[config.mk]
export PLATFORM = sky130hd
export DESIGN_NAME = output_buffer_flat
export DESIGN_NICKNAME = d
export VERILOG_FILES = /design/src/rtl/output_buffer_if.sv /design/src/rtl/output_buffer.sv /design/src/flat_wrapper.sv
export SDC_FILE = /design/constraint.sdc
export NUM_CORES = 1
export LEC_CHECK = 0
export ABC_AREA = 1
export BUFFER_PORTS_ARGS = -buffer_cell sky130_fd_sc_hd__buf_2
export CAP_MARGIN = 5
export CORE_MARGIN = 1.5
export CORE_UTILIZATION = 60
export CTS_BUF_LIST = sky130_fd_sc_hd__clkbuf_16
export DETAILED_ROUTE_END_ITERATION = 16
export PLACE_DENSITY = 0.8
export SLEW_MARGIN = 20
export SYNTH_ARGS = -nofsm -noshare
export SYNTH_HDL_FRONTEND = slang
export SYNTH_SLANG_ARGS = --single-unit
[constraint.sdc]
create_clock -name clk -period 7.05 [get_ports clk]
set_input_delay 0.3525 -clock clk [delete_from_list [all_inputs] [get_ports clk]]
set_output_delay 0.3525 -clock clk [all_outputs]
set_load 0.02 [all_outputs]
[src/rtl/output_buffer_if.sv]
`default_nettype none
// ============================================================================
// Module      : output_buffer_if
// Description : Drain-side valid/ready word bus leaving the output buffer.
// Revision    : 1.0 - initial release
// ============================================================================
interface output_buffer_if #(
    parameter int DATA_W = 16
);
    logic              out_valid;
    logic [DATA_W-1:0] out_data;
    logic              out_bank;
    logic [2:0]        out_col;
    logic              out_ready;

    modport master (
        output out_valid,
        output out_data,
        output out_bank,
        output out_col,
        input  out_ready
    );

    modport slave (
        input  out_valid,
        input  out_data,
        input  out_bank,
        input  out_col,
        output out_ready
    );
endinterface
`default_nettype wire

[src/rtl/output_buffer.sv]
`default_nettype none
// ============================================================================
// Module      : output_buffer
// Description : Two banks of seven per-column psum FIFOs drained round-robin
//               onto a registered valid/ready port. Optional ReLU clamp at
//               FIFO write is enabled by defining OUTBUFF_RELU_EN.
// Revision    : 1.0 - initial release
// ============================================================================
module output_buffer #(
    parameter int DEPTH  = 4,
    parameter int DATA_W = 16
) (
    input  wire logic                 clk,
    input  wire logic                 rst,
    input  wire logic [1:0]           mode,
    input  wire logic                 change_mode,
    input  wire logic [6:0][DATA_W:0] psum_row2_in,
    input  wire logic [6:0][DATA_W:0] psum_row4_in,
    input  wire logic [6:0][DATA_W:0] psum_row6_in,
    output logic      [6:0]           outbuff_row2_ack,
    output logic      [6:0]           outbuff_row4_ack,
    output logic      [6:0]           outbuff_row6_ack,
    output_buffer_if.master           ob,
    output logic                      busy,
    output logic                      error
);

    localparam int c_AW    = $clog2(DEPTH);
    localparam int c_CNT_W = $clog2(DEPTH + 1);
    localparam int c_NUM_Q = 14;

    localparam logic [1:0] c_MODE1 = 2'd0;
    localparam logic [1:0] c_MODE2 = 2'd1;
    localparam logic [1:0] c_MODE3 = 2'd2;
    localparam logic [1:0] c_MODE4 = 2'd3;

    localparam logic [c_CNT_W-1:0] c_FULL_CNT = c_CNT_W'(DEPTH);
    localparam logic [c_CNT_W-1:0] c_CNT_ONE  = c_CNT_W'(1);
    localparam logic [c_AW-1:0]    c_PTR_ONE  = c_AW'(1);

    logic [1:0]         r_cur_mode;
    logic               r_out_valid;
    logic [DATA_W-1:0]  r_out_data;
    logic               r_out_bank;
    logic [2:0]         r_out_col;
    logic [3:0]         r_rr_ptr;
    logic               r_error;

    logic [c_NUM_Q-1:0] w_sel;
    logic [c_NUM_Q-1:0] w_src_vld;
    logic [c_NUM_Q-1:0] w_full;
    logic [c_NUM_Q-1:0] w_nonempty;
    logic [c_NUM_Q-1:0] w_push;
    logic [c_NUM_Q-1:0] w_pop;
    logic [DATA_W-1:0]  w_src_data [c_NUM_Q];
    logic [DATA_W-1:0]  w_wr_data  [c_NUM_Q];
    logic [DATA_W-1:0]  w_rd_data  [c_NUM_Q];

    logic               w_busy;
    logic               w_grant_vld;
    logic [3:0]         w_grant_idx;
    logic [4:0]         w_sum;
    logic [3:0]         w_cand;
    logic               w_load;
    logic [2:0]         w_grant_col;

    // Queue index is bank*7 + col; bank 0 is fed only in MODE4.
    always_comb begin
        w_sel     = '0;
        w_src_vld = '0;
        for (int c = 0; c < 7; c++) begin
            w_sel[c]          = (r_cur_mode == c_MODE4);
            w_src_vld[c]      = psum_row2_in[c][DATA_W];
            w_src_data[c]     = psum_row2_in[c][DATA_W-1:0];
            w_sel[7+c]        = (r_cur_mode != c_MODE1);
            if (r_cur_mode == c_MODE2) begin
                w_src_vld[7+c]  = psum_row4_in[c][DATA_W];
                w_src_data[7+c] = psum_row4_in[c][DATA_W-1:0];
            end else begin
                w_src_vld[7+c]  = psum_row6_in[c][DATA_W];
                w_src_data[7+c] = psum_row6_in[c][DATA_W-1:0];
            end
        end
    end

    assign w_push           = w_sel & w_src_vld & ~w_full;
    assign outbuff_row2_ack = w_push[6:0];
    assign outbuff_row4_ack = (r_cur_mode == c_MODE2) ? w_push[13:7] : 7'd0;
    assign outbuff_row6_ack = ((r_cur_mode == c_MODE3) || (r_cur_mode == c_MODE4))
                            ? w_push[13:7] : 7'd0;

    generate
        for (genvar i = 0; i < c_NUM_Q; i++) begin : g_fifo
            logic [c_CNT_W-1:0] r_cnt;
            logic [c_AW-1:0]    r_wr_ptr;
            logic [c_AW-1:0]    r_rd_ptr;
            logic [DATA_W-1:0]  r_mem [DEPTH];

`ifdef OUTBUFF_RELU_EN
            assign w_wr_data[i] = w_src_data[i][DATA_W-1] ? '0 : w_src_data[i];
`else
            assign w_wr_data[i] = w_src_data[i];
`endif

            // Full is taken from the pre-edge count, so a same-edge pop never frees a slot.
            assign w_full[i]     = (r_cnt == c_FULL_CNT);
            assign w_nonempty[i] = (r_cnt != '0);
            assign w_rd_data[i]  = r_mem[r_rd_ptr];
            assign w_pop[i]      = w_load && (w_grant_idx == 4'(i));

            always_ff @(posedge clk or negedge rst) begin
                if (!rst) begin
                    r_cnt    <= '0;
                    r_wr_ptr <= '0;
                    r_rd_ptr <= '0;
                end else begin
                    if (w_push[i]) r_wr_ptr <= r_wr_ptr + c_PTR_ONE;
                    if (w_pop[i])  r_rd_ptr <= r_rd_ptr + c_PTR_ONE;
                    case ({w_push[i], w_pop[i]})
                        2'b10:   r_cnt <= r_cnt + c_CNT_ONE;
                        2'b01:   r_cnt <= r_cnt - c_CNT_ONE;
                        default: r_cnt <= r_cnt;
                    endcase
                end
            end

            always_ff @(posedge clk) begin
                if (w_push[i]) r_mem[r_wr_ptr] <= w_wr_data[i];
            end
        end
    endgenerate

    // First non-empty queue at or after the round-robin pointer, with wrap.
    always_comb begin
        w_grant_vld = 1'b0;
        w_grant_idx = '0;
        w_sum       = '0;
        w_cand      = '0;
        for (int k = 0; k < c_NUM_Q; k++) begin
            w_sum  = {1'b0, r_rr_ptr} + 5'(k);
            w_cand = (w_sum >= 5'd14) ? 4'(w_sum - 5'd14) : w_sum[3:0];
            if (!w_grant_vld && w_nonempty[w_cand]) begin
                w_grant_vld = 1'b1;
                w_grant_idx = w_cand;
            end
        end
    end

    assign w_load      = (!r_out_valid || ob.out_ready) && w_grant_vld;
    assign w_grant_col = (w_grant_idx >= 4'd7) ? 3'(w_grant_idx - 4'd7) : w_grant_idx[2:0];
    assign w_busy      = (|w_nonempty) || r_out_valid;

    always_ff @(posedge clk or negedge rst) begin
        if (!rst) begin
            r_cur_mode  <= c_MODE1;
            r_out_valid <= 1'b0;
            r_out_data  <= '0;
            r_out_bank  <= 1'b0;
            r_out_col   <= '0;
            r_rr_ptr    <= '0;
            r_error     <= 1'b0;
        end else begin
            if (!r_out_valid || ob.out_ready) r_out_valid <= w_grant_vld;
            if (w_load) begin
                r_out_data <= w_rd_data[w_grant_idx];
                r_out_bank <= (w_grant_idx >= 4'd7);
                r_out_col  <= w_grant_col;
                r_rr_ptr   <= (w_grant_idx == 4'd13) ? 4'd0 : w_grant_idx + 4'd1;
            end
            // Mode may only change with nothing in flight; otherwise flag it.
            r_error <= change_mode && w_busy;
            if (change_mode && !w_busy) r_cur_mode <= mode;
        end
    end

    assign ob.out_valid = r_out_valid;
    assign ob.out_data  = r_out_data;
    assign ob.out_bank  = r_out_bank;
    assign ob.out_col   = r_out_col;
    assign busy         = w_busy;
    assign error        = r_error;

endmodule
`default_nettype wire

[src/flat_wrapper.sv]
// flat-port wrapper written by rule: the top's interface ports become plain ports
module output_buffer_flat 
#(
    parameter int DEPTH  = 4,
    parameter int DATA_W = 16
)
  (clk, rst, mode, change_mode, psum_row2_in, psum_row4_in, psum_row6_in, outbuff_row2_ack, outbuff_row4_ack, outbuff_row6_ack, busy, error, ob_out_valid, ob_out_data, ob_out_bank, ob_out_col, ob_out_ready);
  output_buffer_if #(.DATA_W(DATA_W)) ob_i ();
  input  wire logic clk;
  input  wire logic rst;
  input  wire logic [1:0] mode;
  input  wire logic change_mode;
  input  wire logic [6:0][DATA_W:0] psum_row2_in;
  input  wire logic [6:0][DATA_W:0] psum_row4_in;
  input  wire logic [6:0][DATA_W:0] psum_row6_in;
  output logic      [6:0] outbuff_row2_ack;
  output logic      [6:0] outbuff_row4_ack;
  output logic      [6:0] outbuff_row6_ack;
  output logic busy;
  output logic error;
  output wire logic [$bits(ob_i.out_valid)-1:0] ob_out_valid;
  output wire logic [$bits(ob_i.out_data)-1:0] ob_out_data;
  output wire logic [$bits(ob_i.out_bank)-1:0] ob_out_bank;
  output wire logic [$bits(ob_i.out_col)-1:0] ob_out_col;
  input wire logic [$bits(ob_i.out_ready)-1:0] ob_out_ready;
  assign ob_out_valid = ob_i.out_valid;
  assign ob_out_data = ob_i.out_data;
  assign ob_out_bank = ob_i.out_bank;
  assign ob_out_col = ob_i.out_col;
  assign ob_i.out_ready = ob_out_ready;
  output_buffer #(.DEPTH(DEPTH), .DATA_W(DATA_W)) u_core (.clk(clk), .rst(rst), .mode(mode), .change_mode(change_mode), .psum_row2_in(psum_row2_in), .psum_row4_in(psum_row4_in), .psum_row6_in(psum_row6_in), .outbuff_row2_ack(outbuff_row2_ack), .outbuff_row4_ack(outbuff_row4_ack), .outbuff_row6_ack(outbuff_row6_ack), .ob(ob_i), .busy(busy), .error(error));
endmodule
== Word-level counts from Yosys, hierarchy flattened ==
Memories as Yosys holds them, arrays and structs flattened.
Index checks and enable logic that the tools add are counted.
Widths: inputs -> output; s select.
Storage, ports and cells
  register bits: 126
  bits in writable memories: 896
  bits of input ports: 363
  output and inout bits: 44
  memories: 14
Memory list
  u_core.g_fifo[0].r_mem: words 4, width 16, rd ports 1, clocked after Yosys merged registers in 0, write ports 1, RTL line output_buffer.sv:97  | logic [DATA_W-1:0] r_mem [DEPTH];
  u_core.g_fifo[10].r_mem: words 4, width 16, rd ports 1, clocked after Yosys merged registers in 0, write ports 1, RTL line output_buffer.sv:97
  u_core.g_fifo[11].r_mem: words 4, width 16, rd ports 1, clocked after Yosys merged registers in 0, write ports 1, RTL line output_buffer.sv:97
  u_core.g_fifo[12].r_mem: words 4, width 16, rd ports 1, clocked after Yosys merged registers in 0, write ports 1, RTL line output_buffer.sv:97
  u_core.g_fifo[13].r_mem: words 4, width 16, rd ports 1, clocked after Yosys merged registers in 0, write ports 1, RTL line output_buffer.sv:97
  u_core.g_fifo[1].r_mem: words 4, width 16, rd ports 1, clocked after Yosys merged registers in 0, write ports 1, RTL line output_buffer.sv:97
  8 more memories
Cells by class
  $add $sub $neg: 85
  magnitude comparators: 30
  eq/ne operators: 58
  multiplexer cells: 133
  bitwise gates (word level): 4
  reduce and logical (&&, ||, !) cells: 79
Operator list (count)
  $mux 16: 9
  $mux 4: 29
  $pmux 3 s2: 14
  $lt 4x5->1 const B: 14
  $ge 5x4->1 const B: 13
  $bmux 16 s4: 1
  $mux 1: 63
  $add 2x1->2 const B: 28
  $bmux 1 s4: 14
  $sub 4x4->4 const B: 14
  $add 3x1->3 const B: 14
  $eq 3x3->1 const B: 14
  $reduce_bool 3->1: 14
  $sub 3x1->3 const B: 14
  $eq 2x2->1 const B: 16
  $add 4x4->5 const B: 6
  $eq 2x1->1 const B: 15
  $logic_and 1x1->1: 30
  $reduce_bool 2->1: 15
  $and 14x14->14: 2
  $eq 4x4->1 const B: 6
  $add 4x3->5 const B: 4
  $eq 4x3->1 const B: 4
  $logic_not 1->1: 15
  other kinds (16): 21

== Depth between registers and ports, before layout ==
Gate-level depths: netlist (run 1).
  depth in word-level cells: 48
  depth in mapped cells: 42
  mapped depth without buffers: 39

== Least setup slack after synthesis (run 1) ==
No wires, ideal clock.
  kind: flip-flop to flip-flop
  start point: register u_core.r_rr_ptr[0]
  end point: register u_core.g_fifo[11].r_cnt[2]
  library setup time: 124 ps
  data arrival time: 5469 ps
  path slack: 1457 ps
  stages on the path, launching flop included: 40
  cell sequence: dfrtp_1 buf_4 inv_4 buf_4 ha_1 buf_2 clkinv_1 ha_1 inv_1 nand2_1 nand2_1 nand2_2 nand2_1 nand2_1 nand3_1 nand2_1 nand2_1 nand2_2 [4 not listed] nor2_4 nand3_2 nand2_1 nand3b_1 nand2_2 inv_2 buf_4 ha_1 inv_1 nor2_1 nand2_1 inv_1 ha_1 inv_1 fa_1 a21oi_1 o21ai_0 xnor2_1
Between the ends
  word-level cells in the longest chain between the ends: 48
  elaborated cells between the ends (all ways): 144
  those cells by class: add/sub: 27; order compare: 14; eq/ne: 3; mux: 71; reduce/logical: 29
RTL lines
  start, declared: RTL line output_buffer.sv:46  | logic [3:0] r_rr_ptr;
  start signal, assigned: RTL line output_buffer.sv:168  | r_rr_ptr <= (w_grant_idx == 4'd13) ? 4'd0 : w_grant_idx + 4'd1;
  branches (longest 45 deep; another with $add 4x1->5)
  $logic_and 1x1->1 (*): RTL line output_buffer.sv:109  | assign w_pop[i] = w_load && (w_grant_idx == 4'(i));
  via u_core.w_pop[11]: RTL line output_buffer.sv:54  | logic [c_NUM_Q-1:0] w_pop;
  $eq 2x1->1 or $eq 2x2->1 (tied branches): RTL line output_buffer.sv:119  | case ({w_push[i], w_pop[i]})
  $pmux 3 s2 or $reduce_bool 2->1 (tied branches)
  end signal, assigned: RTL line output_buffer.sv:120  | 2'b10: r_cnt <= r_cnt + c_CNT_ONE;
  end signal, assigned: RTL line output_buffer.sv:121  | 2'b01: r_cnt <= r_cnt - c_CNT_ONE;
  end signal, assigned: RTL line output_buffer.sv:122  | default: r_cnt <= r_cnt;
  end, declared: RTL line output_buffer.sv:94  | logic [c_CNT_W-1:0] r_cnt;
Mark *: on every way through the listed nets, which the timed path passes. The select of a mux whose other input is x is not followed.
A chain may end at the register's enable or synchronous reset.

== Final worst setup path (run 1) ==
  start point: register u_core.r_rr_ptr[1]
  end point: register u_core.g_fifo[11].r_cnt[2]
Same word-level chain as after synthesis.

==> results of run 1 <==
-- cell type report --
cell class              instances  area, um2  area share, %
flip-flops and latches       1022      30060          55.18
multi-input cells            2762      15070          27.66
repair buffers                561       3492          6.409
clock buffers                 103       2577          4.731
well taps                    1040       1301          2.388
inverters                     317       1196          2.195
clock inverters                89      785.8          1.442
-- worst paths after layout --
check	depth (start not counted)	endpoint	slack, ns	from
setup / recovery	33	u_core.g_fifo[11].r_cnt[2]	0.56	u_core.r_rr_ptr[1]
hold / removal	2	u_core.g_fifo[10].r_mem[1][9]	0.03	psum_row6_in[60]
setup reg to reg	33	u_core.g_fifo[11].r_cnt[2]	0.56	u_core.r_rr_ptr[1]
hold reg to reg	1	u_core.g_fifo[12].r_rd_ptr[1]	0.47	u_core.g_fifo[12].r_rd_ptr[1]
max in group asynchronous	3	u_core.r_rr_ptr[0]	5.32	rst
min in group asynchronous	2	u_core.g_fifo[12].r_wr_ptr[1]	0.31	rst
-- cells by family after synthesis --
logic type / count (synthesis) / share of synthesized area, %
AOI/OAI and AO/OA: 834 / 10.16
xor gates and xnor gates: 83 / 1.574
buffers and inverters: 523 / 4.552
DFF: 1022 / 63.76
and+or+nand+nor: 1619 / 14.03
muxes: 115 / 2.742
adders and majority gates: 111 / 3.185
-- metrics by stage --
stage                     setup WS [ns]  hold WS [ns]  std cells  utilization (%)
after floorplan                   1.457       0.05691       4307                -
after global placement           0.6857        0.4101       5586            64.36
after detailed placement         0.5379        0.4130       5586            64.36
after CTS                        0.5108      0.004477       5894            70.19
after global routing            0.04466       0.03184       5894            70.22
final                            0.5551       0.02867       5894            70.22
-- layer usage --
metal	routed length [um]	track usage, %
met1	49450	41.29
met2	61510	51.29
met5	0	0
met3	11650	6.167
met4	5947	14.08
-- timing repair --
action / CTS / global route
setup buffers: 0 / 0
gates resized for setup: 0 / 3
setup endpoints to repair: 0 / 2
endpoints found under the hold margin: 514 / 0
hold buffers: 116 / 0
-- sequential cells by signal, indices dropped and copies added, names as in the netlist --
| signal | count |
|---|---|
| u_core.r_cur_mode | 2 |
| u_core.g_fifo.r_wr_ptr | 28 |
| u_core.g_fifo.r_rd_ptr | 28 |
| u_core.ob.out_bank | 1 |
| u_core.error | 1 |
| u_core.g_fifo.r_cnt | 42 |
| u_core.r_rr_ptr | 4 |
| u_core.ob.out_valid | 1 |
| u_core.ob.out_col | 3 |
| u_core.g_fifo.r_mem | 896 |
| u_core.ob.out_data | 16 |
-- cell usage in the layout, fill, tap and decap left out, types with 21 or more instances in the layout --
cell type,count
dlygate4sd3_1,116
inv_1,330
a32o_1,55
nor2_1,473
o21ai_0,408
ha_1,96
xor2_1,63
clkinv_1,26
nand3_1,182
o22ai_1,162
nand2_2,21
edfxtp_1,896
mux2_2,113
o21ai_1,60
nand2_1,830
dfrtp_1,123
clkbuf_16,103
nor3_1,21
buf_4,39
buf_2,405
nor2_2,44
a21oi_1,108
-- worst register-to-register path, delay by kind of cell (launching register included) --
kind	cells	cell delay (ns)
AO/OA/AOI/OAI	6	1.54
AND/OR/NAND/NOR	12	1.68
flip-flops	1	0.39
XOR/XNOR	1	0.15
buffers and inverters	9	1.19
adder cells (fa/ha/maj)	5	1.39
==> impl_metrics.py, run 1 <==
metrics = {
    "logic_synthesis": {
        "async_reset_ff_share_pct": 12.33,
        "synth.net_count": 4781,
        "yosysMostFrequentCell": "edfxtp_1",
        "synth_edf_count": 896,
        "syn_avg_cell_area_um2": 10.95,
        "ys_ff_latch": 1022,
        "ys_seq_area_share_pct": 63.76,
        "netlist_instances": 4307,
        "yosys-top-cells-count": "896 x edfxtp_1, 831 x nand2_1, 515 x nor2_1, 409 x o21ai_0, 305 x inv_1",
        "synth_cell_types": 53,
        "netlist.area_leader.share_pct": 57.08,
        "yosys.area.top_type": "edfxtp_1",
        "ys_warn_count": 0,
        "ys_top_cells_by_area": "edfxtp_1 57%, dfrtp_1 6.7%, nand2_1 6.6%",
        "ys_dominant_reg_cell": "edfxtp_1",
        "syn_area_um2": 47140,
    },
    "global_route": {
        "track_usage_pct": 31.50,
        "grt_pass1_vias": 34280,
        "grt_start_max_net_pins": 65,
        "grt_first_pass_wirelength_um": 194400,
        "grt_overflow": 0,
        "antenna_found_initial": 2,
    },
    "finish": {
        "antenna_cells": 0,
        "nets": 5239,
        "drive_gt1_share_pct": 16.67,
        "syn_to_final_growth_pct": 15.58,
        "final_cell_area_um2": 54480,
        "num-fill-cells": 5424,
    },
    "placement": {
        "place.gp.congestion": 1.034,
        "hpwl_um": 85570,
        "placed_area_um2": 49940,
        "port_buffers": 406,
    },
    "critical_path": {
        "critPathSlowestCell": "o21ai_0",
        "cp_max_fo": 20,
        "crit_arrival_ns": 7.01,
        "endpoint_kind": "register",
        "critPathLaunchType": "register",
        "slowest_delay_ns": 0.66,
        "required_ns": 7.57,
        "cpLargestDelayFamily": "simple AND/OR/NAND/NOR gates",
        "path_class": "register to register",
        "worst-path-buf-inv": 9,
        "cpMostUsedCell": "nand2_1",
    },
    "floorplan": {
        "dieHeight_um": 283.3,
        "core-area_um2": 77590,
        "die_area_um2": 80260,
        "io_pins": 407,
        "core.rowCount": 102,
        "dieWidth_um": 283.3,
        "start_util_pct": 60.75,
    },
    "route": {
        "wl_per_cell_um": 21.81,
        "postRouteAntennaNets": 0,
        "route.detailed.drc": 0,
        "drt_pre_antenna_iters": 6,
        "num_vias": 34890,
        "drt_first_iter_violations": 3784,
        "avgViaCountPerCell": 5.920,
        "wl_um": 128600,
    },
    "flow_run": {
        "drv_cap": 0,
    },
    "clock_network": {
        "clk_pin_slew_ns": 0.06,
        "cts_tree": "done",
        "htree_levels": 3,
        "clkLatencyLatePin_ns": 0.70,
        "clock-sinks": 1022,
        "cts_buffers": 101,
        "root_buffer": "clkbuf_16",
        "clock_path_buffers": 3,
    },
    "sta": {
        "period_share_pct": 92.13,
        "tightest_slew_ns": 1.137,
        "fmax_mhz": 154.0,
        "slew_viol_final": 0,
        "skew_ns": 0.06138,
        "rsz0062_at_grt": "false",
        "final.setup.tns_ns": 0,
        "finalHoldViolations": 0,
        "setup_violations": 0,
        "slew_headroom_pct": 24.08,
        "period_minus_slack_ns": 6.495,
    },
    "status": {
        "outcome": "completed",
    },
    "worst_hold_path": {
        "hp-class": "input pin to register",
    },
}
Power of run 1 is not shown: default switching activity piles up to over one toggle a cycle in this logic, so the estimate is an artifact.
==> run 2: changes to the inputs <==
--- a/config.mk
+++ b/config.mk
@@ -5,7 +5,6 @@
 export SDC_FILE = /design/constraint.sdc
 export NUM_CORES = 1
 export LEC_CHECK = 0
-export ABC_AREA = 1
 export BUFFER_PORTS_ARGS = -buffer_cell sky130_fd_sc_hd__buf_2
 export CAP_MARGIN = 5
 export CORE_MARGIN = 1.5
==> impl_metrics.py, run 2 <==
metrics = {
    "status": {
        "outcome": "completed",
    },
    "placement": {
        "dp_slack_ns": 0.2566,
        "place.gp.congestion": 0.9718,
        "port_buffers": 406,
        "hpwl_um": 92920,
    },
    "pwr": {
        "p_sw_share_pct": 44.99,
        "power_frac_clock_pct": 16.8,
        "ir_drop_v": 0.001278,
        "pwr-share-seq_pct": 24.6,
        "total_power_w": 0.03051,
        "p_int_w": 0.01678,
        "switching_power_w": 0.01373,
        "comb_power_share_pct": 58.6,
        "powerDensity_nw_per_um2": 536.3,
        "power_leakage_nw": 20.98,
    },
    "logic_synthesis": {
        "netlist.area_leader.share_pct": 54.40,
        "ys_ff_latch": 1022,
        "synth_cell_types": 100,
        "yosys.area.top_type": "edfxtp_1",
        "ys_dominant_reg_cell": "edfxtp_1",
        "syn_area_um2": 49460,
        "netlist_instances": 3323,
        "yosysMostFrequentCell": "edfxtp_1",
        "ys_seq_area_share_pct": 60.78,
        "async_reset_ff_share_pct": 12.33,
        "synth_edf_count": 896,
        "ys_warn_count": 0,
        "yosys-top-cells-count": "896 x edfxtp_1, 221 x mux4_2, 220 x nor2_1, 218 x nand2_1, 178 x mux2_2",
        "ys_top_cells_by_area": "edfxtp_1 54%, mux4_2 10%, dfrtp_1 6.4%",
        "synth.net_count": 3797,
        "syn_avg_cell_area_um2": 14.88,
    },
    "global_route": {
        "grt_start_max_net_pins": 180,
        "grt_util_met2_pct": 52.32,
        "grt_pass1_vias": 31780,
        "grt_first_pass_wirelength_um": 199900,
        "antenna_found_initial": 13,
        "track_usage_pct": 32.17,
        "busiest_layer": "met2",
        "grt_overflow": 0,
        "use_met1_pct": 43.88,
        "use_met3_pct": 5.515,
    },
    "finish": {
        "layout_common_cells": "896 x edfxtp_1, 405 x buf_2, 221 x mux4_2, 220 x nor2_1, 218 x nand2_1",
        "largest-register": "u_core.g_fifo.r_mem",
        "largest_register_ffs": 896,
        "nets": 4291,
        "reg_top3": "u_core.g_fifo.r_mem: 896 flops, u_core.g_fifo.r_cnt: 42 flops",
        "syn_to_final_growth_pct": 15.02,
        "layout.cells.most_common": "edfxtp_1",
        "num-fill-cells": 5241,
        "drive_gt1_share_pct": 27.88,
    },
    "sta": {
        "setup_ws_ns": 0.2830,
        "rsz0062_at_grt": "false",
        "period_minus_slack_ns": 6.767,
        "skew_ns": 0.03274,
        "slew_viol_final": 0,
        "final.setup.tns_ns": 0,
        "finalHoldViolations": 0,
        "slew_headroom_pct": 22.36,
        "period_share_pct": 95.99,
        "tightest_slew_ns": 1.165,
        "fmax_mhz": 147.8,
        "setup_violations": 0,
    },
    "critical_path": {
        "critPathSlowestCell": "a2111oi_0",
        "crit_arrival_ns": 7.30,
        "required_ns": 7.59,
        "slowest_delay_ns": 0.65,
        "path_class": "register to register",
        "cp_max_fo": 70,
        "endpoint_kind": "register",
        "worstPathCellList": "buf_4 -> xor2_2 -> inv_1 -> ha_1 -> o21ba_2 -> a21oi_1 -> a22oi_1 -> mux2i_1 -> mux2i_1 -> o22a_1 -> and4bb_1 -> nand4_1 -> and4bb_4 -> buf_6 -> buf_4 -> mux2i_1 -> nor2_1 -> a2111oi_0 -> mux2_2 -> o211a_1 -> nor4_1",
        "reg2reg_from": "u_core.r_rr_ptr[2]",
        "cpMostUsedCell": "mux2i_1",
        "cp-startpoint": "u_core.r_rr_ptr[2]",
        "critPathLaunchType": "register",
    },
    "floorplan": {
        "dieWidth_um": 290.1,
        "core-area_um2": 81850,
        "io_pins": 407,
        "dieHeight_um": 290.1,
        "core.rowCount": 105,
        "die_area_um2": 84160,
        "start_util_pct": 60.43,
    },
    "clock_network": {
        "cts_buffers": 98,
        "cts_tree": "done",
        "post_cts_buffers": 0,
        "clkLatencyLatePin_ns": 0.68,
        "htree_levels": 3,
        "clock-sinks": 1022,
        "clk_pin_slew_ns": 0.06,
        "clock_path_buffers": 3,
        "root_buffer": "clkbuf_16",
    },
    "route": {
        "postRouteAntennaNets": 0,
        "avgViaCountPerCell": 6.444,
        "route.detailed.drc": 0,
        "wl_per_cell_um": 27.26,
        "drt_pre_antenna_iters": 6,
        "num_vias": 32100,
        "wl_um": 135800,
        "drt_first_iter_violations": 3548,
    },
    "worst_hold_path": {
        "min_from": "psum_row6_in[41]",
        "hp-class": "input pin to register",
    },
    "flow_run": {
        "drv_cap": 0,
    },
}
==> run 2: metal layers <==
| metal | share of wire (%) | routed length, um |
|---|---|---|
| met1 | 38 | 51100 |
| met5 | 0.020 | 27 |
| met4 | 3.8 | 5130 |
| met2 | 49 | 66110 |
| met3 | 9.9 | 13460 |
==> run 2: worst paths after layout <==
kind | slack (ns) | cells past startpoint | endpoint
worst max-delay path | 0.28 | 21 | u_core.ob.out_data[15]
worst min-delay path | 0.03 | 2 | u_core.g_fifo[9].r_mem[0][7]
worst max register to register | 0.28 | 21 | u_core.ob.out_data[15]
worst min register to register | 0.48 | 2 | u_core.ob.out_col[1]
max in group asynchronous | 5.32 | 3 | u_core.g_fifo[10].r_rd_ptr[0]
min in group asynchronous | 0.33 | 2 | u_core.ob.out_valid
==> run 2: final cells by class <==
class	count	area [um2]	share of cell area, %
Sequential cell	1022	30070	52.85
Antenna cell	10	25.02	0.04399
Inverter	105	396.6	0.6972
Clock buffer	100	2502	4.399
Timing Repair Buffer	598	3799	6.677
Clock inverter	85	630.6	1.108
Tap cell	1070	1339	2.353
Multi-Input combinational cell	1992	18130	31.87
==> run 2: worst max-delay path: cells and delay by family, from the launching register on <==
| kind | cells | cell delay [ns] |
|---|---|---|
| compound gates | 6 | 2.01 |
| xor+xnor | 1 | 0.30 |
| fa+ha+maj | 1 | 0.33 |
| buf+inv | 4 | 1.60 |
| flops | 1 | 0.57 |
| mux | 4 | 0.88 |
| simple gates | 5 | 0.85 |
==> run 2: what timing repair did <==
action                     4_1_cts  5_1_grt
hold endpoints to repair       529        0
gates resized for setup          0        2
setup endpoints to repair        0        7
hold buffers                   116        0
==> run 2: logic make-up after synthesis <==
kind of cell,share of synthesized area (%)
AND/OR/NAND/NOR,8.204
flip-flops,60.78
multiplexers,17.12
XOR/XNOR,1.854
buffers and inverters,2.684
AO/OA/AOI/OAI,6.322
adder cells (fa/ha/maj),3.036
==> run 2: power groups by stage <==
| stage | sequential, W | clock (W) | combinational, W |
|---|---|---|---|
| final | 0.00752 | 0.00512 | 0.0179 |
| after global routing | 0.00755 | 0.00537 | 0.0189 |
| after CTS | 0.00750 | 0.00514 | 0.0175 |
| after detailed placement | 0.00762 | 0 | 0.0172 |
| after global placement | 0.00761 | 0 | 0.0169 |
| after floorplan | 0.00724 | 0 | 0.0128 |
==> run 2: per-stage QoR <==
stage	util, %	instance area, um2	std cells	hold slack, ns
2_1_floorplan	-	49480	3323	0.05691
3_3_place_gp	64.20	52540	4671	0.4653
3_5_place_dp	64.21	52550	4671	0.4717
4_1_cts	69.45	56840	4972	0.005917
5_1_grt	69.49	56870	4976	0.02800
6_report	69.51	56890	4982	0.03205
Note: power is estimated with default switching activity, not from simulation.
